[config.mk]
export PLATFORM = sky130hd
export DESIGN_NAME = gf_divider
export DESIGN_NICKNAME = d
export VERILOG_FILES = /design/src/rtl/gf_divider.sv
export SDC_FILE = /design/constraint.sdc
export NUM_CORES = 1
export LEC_CHECK = 0
export CORE_ASPECT_RATIO = 1.5
export CORE_MARGIN = 3
export CORE_UTILIZATION = 50
export DETAILED_ROUTE_END_ITERATION = 7
export PLACE_DENSITY = 0.72
export SYNTH_ARGS = -nofsm -noshare
export SYNTH_HDL_FRONTEND = slang
export SYNTH_SLANG_ARGS = --single-unit
[constraint.sdc]
create_clock -name clk -period 3 [get_ports clk]
set_input_delay 0.3 -clock clk [delete_from_list [all_inputs] [get_ports clk]]
set_output_delay 0.3 -clock clk [all_outputs]
set_load 0.005 [all_outputs]
[src/rtl/gf_divider.sv]
// Sequential GF(2^M) divider, q = a * b^-1 mod POLY, via the binary extended Euclidean algorithm.
// Optional `GF_DIVIDER_CYCLES_EN adds a RUN-cycle counter output `cycles`.
//
// state | meaning
// IDLE  | waiting for start; q/div_zero hold last result
// RUN   | one reduction step per clock
// DONE  | done pulse cycle; start here is accepted directly
module gf_divider #(
  parameter int         M    = 8,
  parameter logic [M:0] POLY = 9'h11B
) (
  input  logic         clk,
  input  logic         rst_n,
  input  logic         start,
  input  logic [M-1:0] a,
  input  logic [M-1:0] b,
  output logic         busy,
  output logic         done,
  output logic [M-1:0] q,
`ifdef GF_DIVIDER_CYCLES_EN
  output logic [7:0]   cycles,
`endif
  output logic         div_zero
);

  localparam int         DW  = $clog2(M + 1);
  localparam logic [M:0] ONE = {{M{1'b0}}, 1'b1};

  typedef enum logic [1:0] {
    IDLE = 2'd0,
    RUN  = 2'd1,
    DONE = 2'd2
  } state_t;

  state_t      state;
  logic [M:0]  u, v, g1, g2;
  logic [DW-1:0] deg_u, deg_v;

  // Divide by x modulo POLY; adding POLY first makes the polynomial even.
  function automatic logic [M:0] half_mod(input logic [M:0] g);
    half_mod = (g[0] ? (g ^ POLY) : g) >> 1;
  endfunction

  always_comb begin
    deg_u = '0;
    deg_v = '0;
    for (int i = 0; i <= M; i++) begin
      if (u[i]) deg_u = DW'(i);
      if (v[i]) deg_v = DW'(i);
    end
  end

  always_ff @(posedge clk or negedge rst_n) begin
    if (!rst_n) begin
      state    <= IDLE;
      busy     <= 1'b0;
      done     <= 1'b0;
      q        <= '0;
      div_zero <= 1'b0;
      u        <= '0;
      v        <= '0;
      g1       <= '0;
      g2       <= '0;
`ifdef GF_DIVIDER_CYCLES_EN
      cycles   <= '0;
`endif
    end else begin
      done <= 1'b0;
      case (state)
        IDLE, DONE: begin
          if (start) begin
            state    <= RUN;
            busy     <= 1'b1;
            u        <= {1'b0, b};
            v        <= POLY;
            g1       <= {1'b0, a};
            g2       <= '0;
            div_zero <= 1'b0;
`ifdef GF_DIVIDER_CYCLES_EN
            cycles   <= '0;
`endif
          end else if (state == DONE) begin
            state <= IDLE;
          end
        end
        RUN: begin
`ifdef GF_DIVIDER_CYCLES_EN
          cycles <= cycles + 8'd1;
`endif
          if (u == '0 || u == ONE || v == ONE) begin
            state <= DONE;
            busy  <= 1'b0;
            done  <= 1'b1;
            if (u == '0) begin
              q        <= '0;
              div_zero <= 1'b1;
            end else if (u == ONE) begin
              q <= g1[M-1:0];
            end else begin
              q <= g2[M-1:0];
            end
          end else if (!u[0]) begin
            u  <= u >> 1;
            g1 <= half_mod(g1);
          end else if (!v[0]) begin
            v  <= v >> 1;
            g2 <= half_mod(g2);
          end else if (deg_u > deg_v) begin
            u  <= u ^ v;
            g1 <= g1 ^ g2;
          end else begin
            v  <= v ^ u;
            g2 <= g2 ^ g1;
          end
        end
        default: begin
          state <= IDLE;
          busy  <= 1'b0;
        end
      endcase
    end
  end

endmodule

==> impl_table.tex, run 1 <==
\begin{tabular}{lr}
\hline
Metric & Value \\
\hline
\multicolumn{2}{l}{\textbf{Clock network}} \\
\quad Skew-Pair Late Insertion Delay & roughly 310 ps \\
\quad Number of gates resized after CTS & 0 \\
\quad Clock slew seen by the registers of the worst setup and hold paths & 90 ps \\
\quad Count of clock tree sinks & slightly below 50 \\
\quad Buffer type at the clock tree root & clkbuf\_8 \\
\quad Inserted Clock Buffers & 5 \\
\quad Clock Tree Buf Depth & 2 \\
\quad Number of levels the H-tree was split into & 2 \\
\quad Count of buffers added by post-CTS timing repair for setup & 0 \\
\quad Count of hold buffers inserted by post-cts repair & 0 \\
\quad CTS tree & yes \\
\multicolumn{2}{l}{\textbf{Route}} \\
\quad Drt pass-1 iters & 4 \\
\quad Antenna-violating nets left & 0 \\
\quad Vias per Instance & 6.00 \\
\quad Final Routed Wirelength & approximately 7500 um \\
\quad Average routed wire per standard cell & 17.5 um \\
\quad Detailed-route via count & approximately 2600 \\
\quad Number of remaining DRC errors & 0 \\
\quad Violation count after the first detailed-routing iteration & about 120 \\
\multicolumn{2}{l}{\textbf{Synth}} \\
\quad Area share of xor/xnor cells in the synthesized design & 0.0591 \\
\quad Cell variety after synth & between 50 and 60 \\
\quad Count of yosys warnings during synthesis & 0 \\
\quad Basic-gate share of the synthesized area counting and, or, nand and nor cells & 0.168 \\
\quad Top cells by area, synth & dfrtp\_1, o21ai\_0, mux2\_2, nand2\_1, xor2\_1 \\
\quad Compound-gate portion of the synthesized area & 0.203 \\
\quad Yosys top cell area share & 0.394 \\
\quad Number of flops mapped to enable cells by yosys & 0 \\
\quad Ys flop type & dfrtp\_1 \\
\quad Largest area contributor in the synthesized netlist & dfrtp\_1 \\
\quad Post-Synthesis Cell Area & 3110 um2 \\
\quad Async SR Flop Fraction & 1.00 \\
\quad Cell count after synthesis & 334 \\
\quad Multiplexer share of the synthesized area & 0.102 \\
\quad Mean cell area of the mapped netlist & about 9.3 um2 \\
\quad Adder-Cell Fraction of Synth Area & 0.0201 \\
\quad Combinational family with the most area after synthesis & compound AO/OA/AOI/OAI gates \\
\quad Flop and latch count out of synthesis & about 50 \\
\quad Sequential fraction of the synthesis area & 0.394 \\
\quad Net count of the mapped netlist & roughly 360 \\
\multicolumn{2}{l}{\textbf{Run}} \\
\quad Count of max-cap constraint violations & 0 \\
\multicolumn{2}{l}{\textbf{Floorplan}} \\
\quad Die Footprint & 7230 um2 \\
\quad Placeable core region & between 5000 and 6000 um2 \\
\quad Initial core utilization & 0.526 \\
\quad Die Span Y & 103 um \\
\quad Die outline width & around 70 um \\
\quad Number of placement rows & 34 \\
\quad Count of boundary I/O pins & 30 \\
\multicolumn{2}{l}{\textbf{Pwr}} \\
\quad Power density relative to cell area & between 1000 and 1500 nW/um2 \\
\quad Total leakage power & between 0.0015 and 0.002 uW \\
\quad Peak supply drop & just under 1000 uV \\
\multicolumn{2}{l}{\textbf{STA}} \\
\quad Unrepaired setup endpoints after global routing & no \\
\quad Worst rel slew slack & 0.274 \\
\quad Max frequency & 366 MHz \\
\quad Final critical-path share of the clock period & 0.910 \\
\quad Final worst hold slack & 195 ps \\
\quad Number of failing setup endpoints in the final timing report & 0 \\
\quad Worst-margin pin slew & between 1000 and 1500 ps \\
\quad Clock Skew & approximately 11 ps \\
\quad Tmin final & between 2000 and 3000 ps \\
\quad Slew Viols, Final & 0 \\
\quad Number of failing hold endpoints at the final stage & 0 \\
\quad Setup total negative slack & 0 ps \\
\multicolumn{2}{l}{\textbf{Min path}} \\
\quad HP Class & in -> async \\
\multicolumn{2}{l}{\textbf{Global route}} \\
\quad Total congestion overflow after global routing & 0 \\
\quad Aggregate global-route resource usage & 0.220 \\
\quad Number of antenna violations at the first check in global routing & 0 \\
\quad First-pass GRT wire length & around 13000 um \\
\quad Maximum number of pins on one net before global-route repair & 50 \\
\quad Vias in the first global route & 2588 \\
\multicolumn{2}{l}{\textbf{Finish}} \\
\quad Share of post-route cells with drive strength above 1 & 0.135 \\
\quad Footprint of the multi-input gates & approximately 1700 um2 \\
\quad Final nets & $\sim$380 \\
\quad Area added between synthesis and finish & 13.9\% \\
\quad Antenna fix cells & 0 \\
\quad Filler cell count in the final layout & 526 \\
\quad Sequential Area & around 1200 um2 \\
\multicolumn{2}{l}{\textbf{Worst setup path}} \\
\quad Critical path startpoint category & flop \\
\quad Highest-delay cell along the critical path & dfrtp\_1 \\
\quad Type of destination of the critical path & flop \\
\quad Largest fanout on the critical path & 11 \\
\quad Worst path max stage delay & about 460 ps \\
\quad Crit path cell chain & nor2\_1 > nor3\_1 > o31ai\_1 > ha\_1 > nor2b\_1 > o211ai\_1 > a21boi\_0 > buf\_4 > a211o\_1 > o32ai\_1 \\
\quad Critical setup path kind & reg -> reg \\
\quad Required time worst endpoint & roughly 3200 ps \\
\quad Arrival time of data at the critical path endpoint & 2930 ps \\
\multicolumn{2}{l}{\textbf{Outcome}} \\
\quad Result of the run & finished, final reports clean \\
\multicolumn{2}{l}{\textbf{Placement}} \\
\quad Final Wtd Congestion & between 0.8 and 0.9 \\
\quad Final HPWL DP & 5430 um \\
\quad IO Port Bufs & 29 \\
\hline
\end{tabular}
-- registers in the layout, summed over array words and instances, names as in the netlist --
| name | flops |
|---|---|
| busy | 1 |
| div_zero | 1 |
| done | 1 |
| g1 | 9 |
| g2 | 9 |
| q | 8 |
| state | 2 |
| u | 9 |
| v | 9 |
-- routing by layer --
metal	global-route usage	routed length [um]
met4	0.100	225
met5	0	0
met2	0.421	4090
met3	0.0302	231
met1	0.237	2950
-- path summary, 6_finish.rpt --
path	from	to	slack [ps]	depth (start not counted)
setup / recovery	v[3]	v[6]	270	10
hold / removal	rst_n	q[0]	190	1
setup reg to reg	v[3]	v[6]	270	10
hold reg to reg	q[7]	q[7]	480	2
max in group asynchronous	rst_n	u[5]	2140	1
min in group clk	q[7]	q[7]	480	2
-- where the power goes --
group | internal [uW] | switching (uW) | leakage (uW)
clock network | 271 | 228 | 0.0000574
logic | 1550 | 1660 | 0.000890
registers | 979 | 408 | 0.000614
-- critical path: cells and delay by family, from the launching register on --
| kind | cells | cell delay (ps) |
|---|---|---|
| fa+ha+maj | 1 | 310 |
| compound gates | 5 | 1340 |
| simple gates | 3 | 300 |
| flops | 1 | 460 |
| buf+inv | 1 | 210 |
-- placed cells by master (no fill, tap or decap), types with 2 or more instances in the layout --
| cell type | synthesis | routed |
|---|---|---|
| a211o_1 | 2 | 2 |
| a211oi_1 | 6 | 6 |
| a21oi_1 | 20 | 20 |
| a221o_1 | 3 | 3 |
| and3_1 | 7 | 7 |
| buf_4 | 0 | 9 |
| clkbuf_8 | 0 | 6 |
| clkdlybuf4s50_1 | 0 | 28 |
| dfrtp_1 | 49 | 49 |
| ha_1 | 5 | 5 |
| inv_1 | 9 | 9 |
| mux2_2 | 14 | 14 |
| mux2_4 | 8 | 8 |
| mux2i_1 | 4 | 4 |
| nand2_1 | 34 | 34 |
| nand2b_1 | 3 | 3 |
| nand3_1 | 4 | 4 |
| nor2_1 | 22 | 22 |
| nor2b_1 | 4 | 4 |
| nor3_1 | 3 | 3 |
| nor3b_1 | 6 | 6 |
| o21ai_0 | 40 | 40 |
| o221ai_1 | 3 | 3 |
| o31a_1 | 3 | 3 |
| o31ai_1 | 4 | 4 |
| o32ai_1 | 2 | 2 |
| o41ai_1 | 4 | 4 |
| or2_2 | 2 | 2 |
| xnor2_1 | 7 | 7 |
| xor2_1 | 14 | 14 |
-- Yosys cell counts, drive strengths merged, types with 2 or more instances --
library cell / n
and3: 7
a211oi: 6
o32ai: 2
nor4: 3
mux2: 22
o41ai: 4
o31a: 3
o21ai: 41
o31ai: 4
nor2b: 4
a21oi: 20
o221ai: 3
buf: 6
xnor2: 7
or2: 2
a221o: 3
mux2i: 4
nor3: 3
and2: 2
nor2: 23
nor3b: 6
a211o: 2
nand2: 34
nand2b: 3
dfrtp: 49
ha: 5
xor2: 14
nand3: 4
inv: 10
clkbuf: 18
-- cell families after synthesis --
logic type               Yosys count
multiplexers                      26
XOR/XNOR                          21
adder cells (fa/ha/maj)            5
flip-flops                        49
AND/OR/NAND/NOR                   99
buffers and inverters             34
AO/OA/AOI/OAI                    100
-- metrics by stage --
step | setup slack, ps | utilization | cells | power [uW] | cell area (um2)
6_report | 271 | 0.600 | 428 | 5100 | 3550
5_1_grt | 7.35 | 0.600 | 428 | 5540 | 3550
4_1_cts | 307 | 0.600 | 428 | 5110 | 3550
3_5_place_dp | 332 | 0.580 | 420 | 4600 | 3430
3_3_place_gp | 332 | 0.580 | 420 | 4530 | 3430
2_1_floorplan | 588 | - | 334 | 3840 | 3110
-- layout make-up --
type,count,area share
multi-input combinational,251,0.485
clock buffer,6,0.0233
tap,72,0.0254
clock inverter,2,0.0106
sequential,49,0.346
timing repair buffer,38,0.0995
inverter,10,0.0106
Power figures use the tool's default switching activity.
==> run 2, diff against run 1 <==
--- a/config.mk
+++ b/config.mk
@@ -5,7 +5,7 @@
 export SDC_FILE = /design/constraint.sdc
 export NUM_CORES = 1
 export LEC_CHECK = 0
-export CORE_ASPECT_RATIO = 1.5
+export CAP_MARGIN = 20
 export CORE_MARGIN = 3
 export CORE_UTILIZATION = 50
 export DETAILED_ROUTE_END_ITERATION = 7
==> run 2 against run 1 <==
Worst hold slack got worse by 180 ps. Worst setup slack improved by 25 ps. Sequential cell count unchanged. Via count increased by 0.66%. Core utilization decreased by 0.88 points. Largest cell class unchanged. Critical path type unchanged. First-iteration DRC count increased by 130%.
==> impl_table.tex, run 2 (synthesis gave the netlist of run 1 again) <==
\begin{tabular}{lr}
\hline
Metric & Value \\
\hline
\multicolumn{2}{l}{\textbf{Outcome}} \\
\quad Result of the run & finished, final reports clean \\
\multicolumn{2}{l}{\textbf{Finish}} \\
\quad Final nets & roughly 380 \\
\quad Most common cell after layout, fill and taps aside & dfrtp\_1 \\
\quad Share of post-route cells with drive strength above 1 & 0.140 \\
\quad Antenna fix cells & 0 \\
\quad Area added between synthesis and finish & 13.7\% \\
\quad Top library cells by usage in the layout, fill and taps aside & dfrtp\_1, o21ai\_0, nand2\_1, clkdlybuf4s50\_1, nor2\_1 \\
\multicolumn{2}{l}{\textbf{Global route}} \\
\quad Maximum number of pins on one net before global-route repair & 44 \\
\quad Vias in the first global route & between 2000 and 2500 \\
\quad Total congestion overflow after global routing & 0 \\
\quad First-pass GRT wire length & $\sim$12000 um \\
\quad Aggregate global-route resource usage & 0.214 \\
\quad Number of antenna violations at the first check in global routing & 0 \\
\multicolumn{2}{l}{\textbf{Floorplan}} \\
\quad Die Footprint & 7210 um2 \\
\quad Number of placement rows & 28 \\
\quad Die Span Y & approximately 85 um \\
\quad Initial core utilization & 0.520 \\
\quad Placeable core region & between 5000 and 6000 um2 \\
\quad Die outline width & 84.9 um \\
\quad Count of boundary I/O pins & 30 \\
\multicolumn{2}{l}{\textbf{STA}} \\
\quad Tmin final & about 2700 ps \\
\quad Worst-margin pin slew & 989 ps \\
\quad Worst rel slew slack & 0.337 \\
\quad Number of failing hold endpoints at the final stage & 0 \\
\quad Final critical-path share of the clock period & 0.901 \\
\quad Number of failing setup endpoints in the final timing report & 0 \\
\quad Unrepaired setup endpoints after global routing & no \\
\quad Clock Skew & around 12 ps \\
\quad Setup total negative slack & 0 ps \\
\quad Max frequency & $\sim$370 MHz \\
\quad Slew Viols, Final & 0 \\
\multicolumn{2}{l}{\textbf{Route}} \\
\quad Drt pass-1 iters & 5 \\
\quad Detailed-route via count & approximately 2600 \\
\quad Final Routed Wirelength & 7350 um \\
\quad Average routed wire per standard cell & 17.0 um \\
\quad Violation count after the first detailed-routing iteration & roughly 280 \\
\quad Antenna-violating nets left & 0 \\
\quad Number of remaining DRC errors & 0 \\
\quad Vias per Instance & about 6.0 \\
\multicolumn{2}{l}{\textbf{Clock network}} \\
\quad Clock Tree Buf Depth & 2 \\
\quad Clock slew seen by the registers of the worst setup and hold paths & 110 ps \\
\quad Buffer type at the clock tree root & clkbuf\_8 \\
\quad Number of gates resized after CTS & 0 \\
\quad Count of clock tree sinks & between 40 and 50 \\
\quad CTS tree & yes \\
\quad Skew-Pair Late Insertion Delay & 320 ps \\
\quad Count of buffers added by post-CTS timing repair for setup & 0 \\
\quad Count of hold buffers inserted by post-cts repair & 0 \\
\quad Inserted Clock Buffers & 5 \\
\quad Number of levels the H-tree was split into & 2 \\
\multicolumn{2}{l}{\textbf{Worst setup path}} \\
\quad Origin of the critical flop-to-flop path & v[3] \\
\quad Critical setup path kind & reg -> reg \\
\quad Crit path launch & v[3] \\
\quad Largest fanout on the critical path & 11 \\
\quad Endpoint of the most critical register-to-register path & v[5] \\
\quad Critical path startpoint category & flop \\
\quad Type of destination of the critical path & flop \\
\quad Arrival time of data at the critical path endpoint & roughly 2900 ps \\
\quad Setup crit end & v[5] \\
\quad Worst reg-to-reg path cell count & 10 \\
\quad Reg2Reg Setup Slack & 300 ps \\
\quad Required time worst endpoint & roughly 3200 ps \\
\multicolumn{2}{l}{\textbf{Run}} \\
\quad Count of max-cap constraint violations & 0 \\
\multicolumn{2}{l}{\textbf{Min path}} \\
\quad HP Class & in -> async \\
\multicolumn{2}{l}{\textbf{Placement}} \\
\quad Final Wtd Congestion & 0.965 \\
\quad Final HPWL DP & roughly 5000 um \\
\quad IO Port Bufs & 29 \\
\hline
\end{tabular}
[run 2: cell types whose count changed in the layout (fill, tap and decap cells not counted)]
cell | before | now
buf_4 | 9 | 11
bufinv_16 | 1 | 0
clkbuf_8 | 6 | 5
clkinvlp_4 | 1 | 2
inv_8 | 0 | 1
[run 2: area by class of cell]
type	count	area, um2
fillers	499	2450
multi-input cells	251	1720
flip-flops and latches	49	1230
repair buffers	40	368
well taps	75	93.8
clock buffers	5	68.8
inverters	10	37.5
clock inverters	3	26.3
[run 2: per-layer routing]
metal	track usage	vias to the layer above	part of all wire
li1	-	1248	-
met5	0	-	0
met4	0.0547	0	0.0087
met3	0.0301	6	0.065
met1	0.324	1239	0.48
met2	0.321	92	0.44
[run 2: stage by stage]
step	util	cell area, um2	hold WS [ps]	std cells	setup slack, ps
floorplan	-	3110	4.41	334	588
global placement	0.575	3450	375	425	443
detailed placement	0.575	3450	376	425	396
CTS	0.591	3540	34.8	433	363
global route	0.591	3540	59.9	433	129
finish	0.591	3540	12.1	433	296
[run 2: worst min path at each step]
stage / startpoint / to / slack (ps) / cells past startpoint
after floorplan: rst_n / busy / 4 / 0
after global placement: rst_n / q[3] / 370 / 1
after detailed placement: rst_n / q[3] / 380 / 1
after CTS: rst_n / q[3] / 30 / 1
after global routing: rst_n / q[3] / 60 / 1
final: rst_n / q[3] / 10 / 1
[run 2: worst max-delay path, stage by stage, from the launching register on]
cell and delay [ps]:
dfrtp_1 460, nor2_1 120, nor3_1 50, o31ai_1 250
ha_1 300, nor2b_1 130, o211ai_1 260, a21boi_0 200
buf_4 220, a211o_1 320, o32ai_1 300
Power of run 2 is left out: the tool's default activity adds up to more than one toggle a clock period on the data nets, which glitch-free logic cannot reach.
